**config.mk**
```make
export PLATFORM = sky130hd
export DESIGN_NAME = ram64x8_port_arbiter
export DESIGN_NICKNAME = d
export VERILOG_FILES = /design/src/rtl/ram_arb_pkg.sv /design/src/rtl/ram_arb_grant.sv /design/src/rtl/ram64x8_port_arbiter.sv
export SDC_FILE = /design/constraint.sdc
export NUM_CORES = 1
export LEC_CHECK = 0
export CORE_UTILIZATION = 39
export DETAILED_ROUTE_END_ITERATION = 8
export GPL_TIMING_DRIVEN = 0
export HOLD_SLACK_MARGIN = 0.08
export PLACE_DENSITY = 0.81
export SETUP_SLACK_MARGIN = 0.5
export SLEW_MARGIN = 20
export SYNTH_ARGS = -nofsm -noshare
export SYNTH_HDL_FRONTEND = slang
export SYNTH_SLANG_ARGS = --single-unit
export TNS_END_PERCENT = 30
```
**constraint.sdc**
```tcl
create_clock -name clk -period 7.13 [get_ports clk]
set_input_delay 1.426 -clock clk [delete_from_list [all_inputs] [get_ports clk]]
set_output_delay 1.426 -clock clk [all_outputs]
set_load 0.05 [all_outputs]
```
**src/rtl/ram_arb_pkg.sv**
```systemverilog
// Shared types and sizing helpers for the two-port
// RAM arbiter.
package ram_arb_pkg;

  localparam int ADDR_W_DEF    = 6;
  localparam int DATA_W_DEF    = 8;
  localparam int BURST_MAX_DEF = 4;

  typedef enum logic [1:0] {
    IDLE = 2'd0,
    OWN0 = 2'd1,
    OWN1 = 2'd2
  } state_e;

  function automatic int cnt_w(input int burst_max);
    return $clog2(burst_max + 1);
  endfunction

endpackage

```
**src/rtl/ram_arb_grant.sv**
```systemverilog
// Round-robin grant with bounded bursts, plus the
// next-state and beat-count update.
module ram_arb_grant
  import ram_arb_pkg::*;
#(
  parameter int  BURST_MAX = BURST_MAX_DEF,
  localparam int CNT_W     = cnt_w(BURST_MAX)
) (
  input  state_e           state_i,
  input  logic             last_owner_i,
  input  logic [CNT_W-1:0] beat_cnt_i,
  input  logic [1:0]       valid_i,
  output logic [1:0]       grant_o,
  output state_e           state_d_o,
  output logic             last_owner_d_o,
  output logic [CNT_W-1:0] beat_cnt_d_o
);

  localparam logic [CNT_W-1:0] BMAX = CNT_W'(BURST_MAX);
  localparam logic [CNT_W-1:0] ONE  = CNT_W'(1);

  logic owner;
  logic own_v;
  logic oth_v;
  logic keep;
  logic sw;
  logic rst_cnt;
  logic gnt_id;

  always_comb begin
    unique case (state_i)
      OWN0:    owner = 1'b0;
      OWN1:    owner = 1'b1;
      default: owner = last_owner_i;
    endcase
  end

  assign own_v = valid_i[owner];
  assign oth_v = valid_i[~owner];

  // From IDLE the owner gets no burst priority, so the
  // other side wins a tie.
  assign keep    = (state_i != IDLE) && own_v
                   && (beat_cnt_i < BMAX);
  assign sw      = !keep && oth_v;
  assign rst_cnt = !keep && !oth_v && own_v;

  always_comb begin
    grant_o        = '0;
    state_d_o      = IDLE;
    last_owner_d_o = last_owner_i;
    beat_cnt_d_o   = '0;
    gnt_id         = owner;
    unique case (1'b1)
      keep: begin
        gnt_id       = owner;
        beat_cnt_d_o = beat_cnt_i + ONE;
      end
      sw: begin
        gnt_id       = ~owner;
        beat_cnt_d_o = ONE;
      end
      rst_cnt: begin
        gnt_id       = owner;
        beat_cnt_d_o = ONE;
      end
      default: ;
    endcase
    if (keep || sw || rst_cnt) begin
      grant_o[gnt_id] = 1'b1;
      state_d_o       = gnt_id ? OWN1 : OWN0;
      last_owner_d_o  = gnt_id;
    end
  end

endmodule

```
**src/rtl/ram64x8_port_arbiter.sv**
```systemverilog
// Two requesters sharing one single-port RAM, with
// tagged read responses returned to their owner.
module ram64x8_port_arbiter
  import ram_arb_pkg::*;
#(
  parameter int ADDR_W    = ADDR_W_DEF,
  parameter int DATA_W    = DATA_W_DEF,
  parameter int BURST_MAX = BURST_MAX_DEF
) (
  input  logic              clk,
  input  logic              reset_n,
  input  logic              req0_valid,
  input  logic              req0_write,
  input  logic [ADDR_W-1:0] req0_addr,
  input  logic [DATA_W-1:0] req0_wdata,
  output logic              req0_ready,
  input  logic              req1_valid,
  input  logic              req1_write,
  input  logic [ADDR_W-1:0] req1_addr,
  input  logic [DATA_W-1:0] req1_wdata,
  output logic              req1_ready,
  output logic              rsp0_valid,
  output logic [DATA_W-1:0] rsp0_rdata,
  output logic              rsp1_valid,
  output logic [DATA_W-1:0] rsp1_rdata,
  output logic              ram_enable,
  output logic              ram_read,
  output logic [ADDR_W-1:0] ram_address,
  output logic [DATA_W-1:0] ram_data_in,
  input  logic [DATA_W-1:0] ram_data_out
);

  localparam int CNT_W = cnt_w(BURST_MAX);

  state_e             state_q, state_d;
  logic               last_owner_q, last_owner_d;
  logic [CNT_W-1:0]   beat_cnt_q, beat_cnt_d;
  logic [1:0]         rd_pend_q, rd_pend_d;
  logic [1:0]         rsp_valid_q;
  logic [DATA_W-1:0]  rsp0_rdata_q, rsp0_rdata_d;
  logic [DATA_W-1:0]  rsp1_rdata_q, rsp1_rdata_d;
  logic [1:0]         grant_raw;
  logic [1:0]         grant;

  ram_arb_grant #(
    .BURST_MAX (BURST_MAX)
  ) u_grant (
    .state_i        (state_q),
    .last_owner_i   (last_owner_q),
    .beat_cnt_i     (beat_cnt_q),
    .valid_i        ({req1_valid, req0_valid}),
    .grant_o        (grant_raw),
    .state_d_o      (state_d),
    .last_owner_d_o (last_owner_d),
    .beat_cnt_d_o   (beat_cnt_d)
  );

  // Ready and RAM strobes must drop the moment reset
  // asserts, even with commands held valid.
  assign grant = reset_n ? grant_raw : 2'b00;

  assign req0_ready = grant[0];
  assign req1_ready = grant[1];

  always_comb begin
    ram_enable  = 1'b0;
    ram_read    = 1'b0;
    ram_address = '0;
    ram_data_in = '0;
    unique case (1'b1)
      grant[0]: begin
        ram_enable  = 1'b1;
        ram_read    = ~req0_write;
        ram_address = req0_addr;
        ram_data_in = req0_wdata;
      end
      grant[1]: begin
        ram_enable  = 1'b1;
        ram_read    = ~req1_write;
        ram_address = req1_addr;
        ram_data_in = req1_wdata;
      end
      default: ;
    endcase
  end

  assign rd_pend_d = {grant[1] & ~req1_write,
                      grant[0] & ~req0_write};

  assign rsp0_rdata_d = rd_pend_q[0] ? ram_data_out
                                     : rsp0_rdata_q;
  assign rsp1_rdata_d = rd_pend_q[1] ? ram_data_out
                                     : rsp1_rdata_q;

  always_ff @(posedge clk or negedge reset_n) begin
    if (!reset_n) begin
      state_q      <= IDLE;
      last_owner_q <= 1'b1;
      beat_cnt_q   <= '0;
      rd_pend_q    <= '0;
      rsp_valid_q  <= '0;
      rsp0_rdata_q <= '0;
      rsp1_rdata_q <= '0;
    end else begin
      state_q      <= state_d;
      last_owner_q <= last_owner_d;
      beat_cnt_q   <= beat_cnt_d;
      rd_pend_q    <= rd_pend_d;
      rsp_valid_q  <= rd_pend_q;
      rsp0_rdata_q <= rsp0_rdata_d;
      rsp1_rdata_q <= rsp1_rdata_d;
    end
  end

  assign rsp0_valid = rsp_valid_q[0];
  assign rsp1_valid = rsp_valid_q[1];
  assign rsp0_rdata = rsp0_rdata_q;
  assign rsp1_rdata = rsp1_rdata_q;

endmodule

```
==> summary.txt <==
Drt
  – Total vias in the final route: 1058
  – Residual DRC: 0
  – Via density: 4.77
  – Total iterations of the first detailed-routing run: 4
  – WL/cell: 14.0 microns
  – Post-route antenna net violation count: 0
  – Initial DRC count: 25
  – WL final: 3120 microns

STA
  – Clock Skew: 0.00212 ns
  – Setup_tns: 0 ns
  – Worst-margin pin slew: 0.590 ns
  – Final Hold Viols: 0
  – Slew headroom: 0.607
  – Final min period: 5.44 ns
  – Final Setup Violations: 0
  – Final critical-path share of the clock period: 0.763
  – FMAX: 0.184 GHz
  – Max Slew Vio Count: 0
  – RSZ-0062 raised after global routing: false

Critical path
  – CP max stage delay: 0.71 ns
  – Critical path arrival: 4.02 ns
  – Worst Path Required: 5.70 ns
  – Startpoint types: primary input
  – Worst-path cell chain: clkdlybuf4s50_1 > or3b_1 > mux2_4 > and3_1 > buf_6 > buf_6 > a22o_1 > clkdlybuf4s50_1
  – CP Class: in2out
  – Max stage delay cell, worst path: clkdlybuf4s50_1
  – Crit path max fanout: 10
  – CP Capture Type: primary output

Synth
  – Adder-Cell Fraction of Synth Area: 0.0296
  – Yosys reg bits: 26
  – Yosys cell types: 24
  – Syn Nets: 142
  – Synth Area in Simple Gates: 0.0897
  – Mux contribution to synthesized area: 0.190
  – Avg Cell Area, Syn: 13.1 sq um
  – Ys Warns: 0
  – Area contributors post-synth: dfrtp_1, mux2_2, a22o_1
  – Yosys top cell by area: dfrtp_1
  – XOR/XNOR Fraction of Synth Area: 0
  – Sequential fraction of the synthesis area: 0.514
  – Synth Instances: 97
  – Synth Cell Area: 0.00127 sq mm
  – Compound-Gate Fraction of Synth Area: 0.117
  – Main combinational cell family by area after synthesis: multiplexers
  – Yosys top cell area share: 0.493

CTS
  – Gates resized, CTS repair: 0
  – Post-CTS Setup Bufs: 0
  – Clock sinks: 26
  – Worst-Skew Late Latency: 0.32 ns
  – Clock Root Buffer: clkbuf_4
  – Reg clk slew, reported paths: 0.14 ns
  – Clock Path Buffers: 2
  – # H-tree levels: 1
  – TritonCTS clock tree: built
  – # hold bufs at CTS: 0
  – Num CTS Buffers: 3

Power and ir drop
  – Logic gate share of total power: 0.581
  – PnR Total Power: 0.764 mW
  – Peak VDD IR: 186 uV
  – Int Pwr: 0.432 mW
  – Sw frac: 0.435
  – Pleak: 0.921 nW
  – Power Dens Cells: 357 mW/mm^2
  – Clock share of power: 0.131
  – Reg power frac: 0.288
  – Sw power: 0.332 mW

Floorplan
  – Num rows: 20
  – Die W: 59.0 microns
  – Die Span Y: 59.0 microns
  – I/O pins: 78
  – Initial Utilization: 0.412
  – DIE AREA: 0.00349 sq mm
  – Core footprint: 0.00308 sq mm

Placement
  – IO buf count: 77
  – DP HPWL: 2580 microns
  – Placed Area: 0.00209 sq mm
  – GP Congestion: 0.735
  – Dpl cells: 218

Global routing
  – Initial antenna violation count: 0
  – Global-route wire length before repair: 4770 microns
  – Gr usage total: 0.186
  – Remaining global-route overflow: 0
  – Pin count of the biggest net entering global routing: 30
  – Vias in the first global route: 1036

Layout
  – Fin nets: 224
  – Layout area overhead: 68.8%
  – Most frequent cells in the layout: clkdlybuf4s50_1, dfrtp_1, mux2_2
  – Final Util: 0.696
  – Final non-filler cell total: 222
  – Post-route cell area: 0.00214 sq mm
  – ANT cells: 0
  – Fraction of layout cells with a size suffix above 1: 0.174
  – Commonest non-fill, non-tap cell in the layout: clkdlybuf4s50_1

Hold path
  – Worst hold path type: reg2reg

Job
  – Max-cap viol count: 0

Status
  – Outcome: finished, final reports clean
-- layout make-up --
cell class	count	area, sq um
clock inverters	1	30.0
inverters	5	18.8
clock buffers	3	22.5
flip-flops and latches	26	652
plain buffers	6	56.3
well taps	44	55.1
repair buffers	77	766
fillers	245	936
multi-input cells	60	542
-- cell families after synthesis --
kind of cell | Yosys count
muxes | 21
adders and majority gates | 3
buffers and inverters | 11
AOI/OAI and AO/OA | 18
DFF | 26
and+or+nand+nor | 18
-- power groups by stage --
stage,registers [mW],logic [mW],clock network (mW)
after floorplan,0.359,0.158,0
after global placement,0.221,0.439,0
after detailed placement,0.225,0.446,0
after CTS,0.221,0.447,0.102
after global routing,0.226,0.466,0.108
final,0.220,0.444,0.100
-- flip-flops by register name, indices dropped and copies added, names as in the netlist --
register,cells
last_owner_q,1
state_q,2
rsp0_rdata,8
beat_cnt_q,3
rd_pend_q,2
rsp_valid_q,2
rsp1_rdata,8
-- synthesized netlist by cell type, drive strengths merged --
master / n
dfrtp: 25
nand2: 1
nor3b: 1
mux2i: 2
inv: 5
and2: 6
nor3: 1
nand3: 2
o21ai: 2
and3: 2
a22o: 15
nor2b: 1
a21o: 1
ha: 3
nor2: 2
buf: 4
dfstp: 1
clkbuf: 2
or3b: 2
mux2: 19
-- critical path: cells and delay by family --
family	cells	cell delay, ns
simple gates	2	0.57
compound gates	1	0.19
mux	1	0.27
buf+inv	4	1.56
-- routing by layer --
| metal | share of wire | wire length, microns | up-vias | global-route usage |
|---|---|---|---|---|
| met5 | 0 | 0 | - | 0 |
| met4 | 0.0067 | 21 | 0 | 0.0408 |
| met3 | 0.050 | 157 | 5 | 0.0546 |
| met1 | 0.40 | 1240 | 513 | 0.204 |
| met2 | 0.54 | 1700 | 32 | 0.351 |
| li1 | - | - | 508 | - |
-- path summary, 6_finish.rpt --
kind | start | endpoint | slack, ns | depth (start not counted)
setup / recovery | req0_valid | ram_address[2] | 1.69 | 8
hold / removal | rd_pend_q[1] | rsp_valid_q[1] | 0.39 | 0
setup reg to reg | state_q[1] | rd_pend_q[1] | 4.97 | 8
hold reg to reg | rd_pend_q[1] | rsp_valid_q[1] | 0.39 | 0
max in group asynchronous | reset_n | last_owner_q | 5.66 | 1
min in group asynchronous | reset_n | rsp0_rdata[2] | 1.08 | 1
-- stage by stage --
stage               hold slack [ns]  setup slack (ns)
floorplan                     0.352              2.84
global placement              0.356              1.42
detailed placement            0.358              1.69
CTS                           0.387              1.69
global route                  0.409              1.63
finish                        0.387              1.69
(Power assumes the default switching activity.)
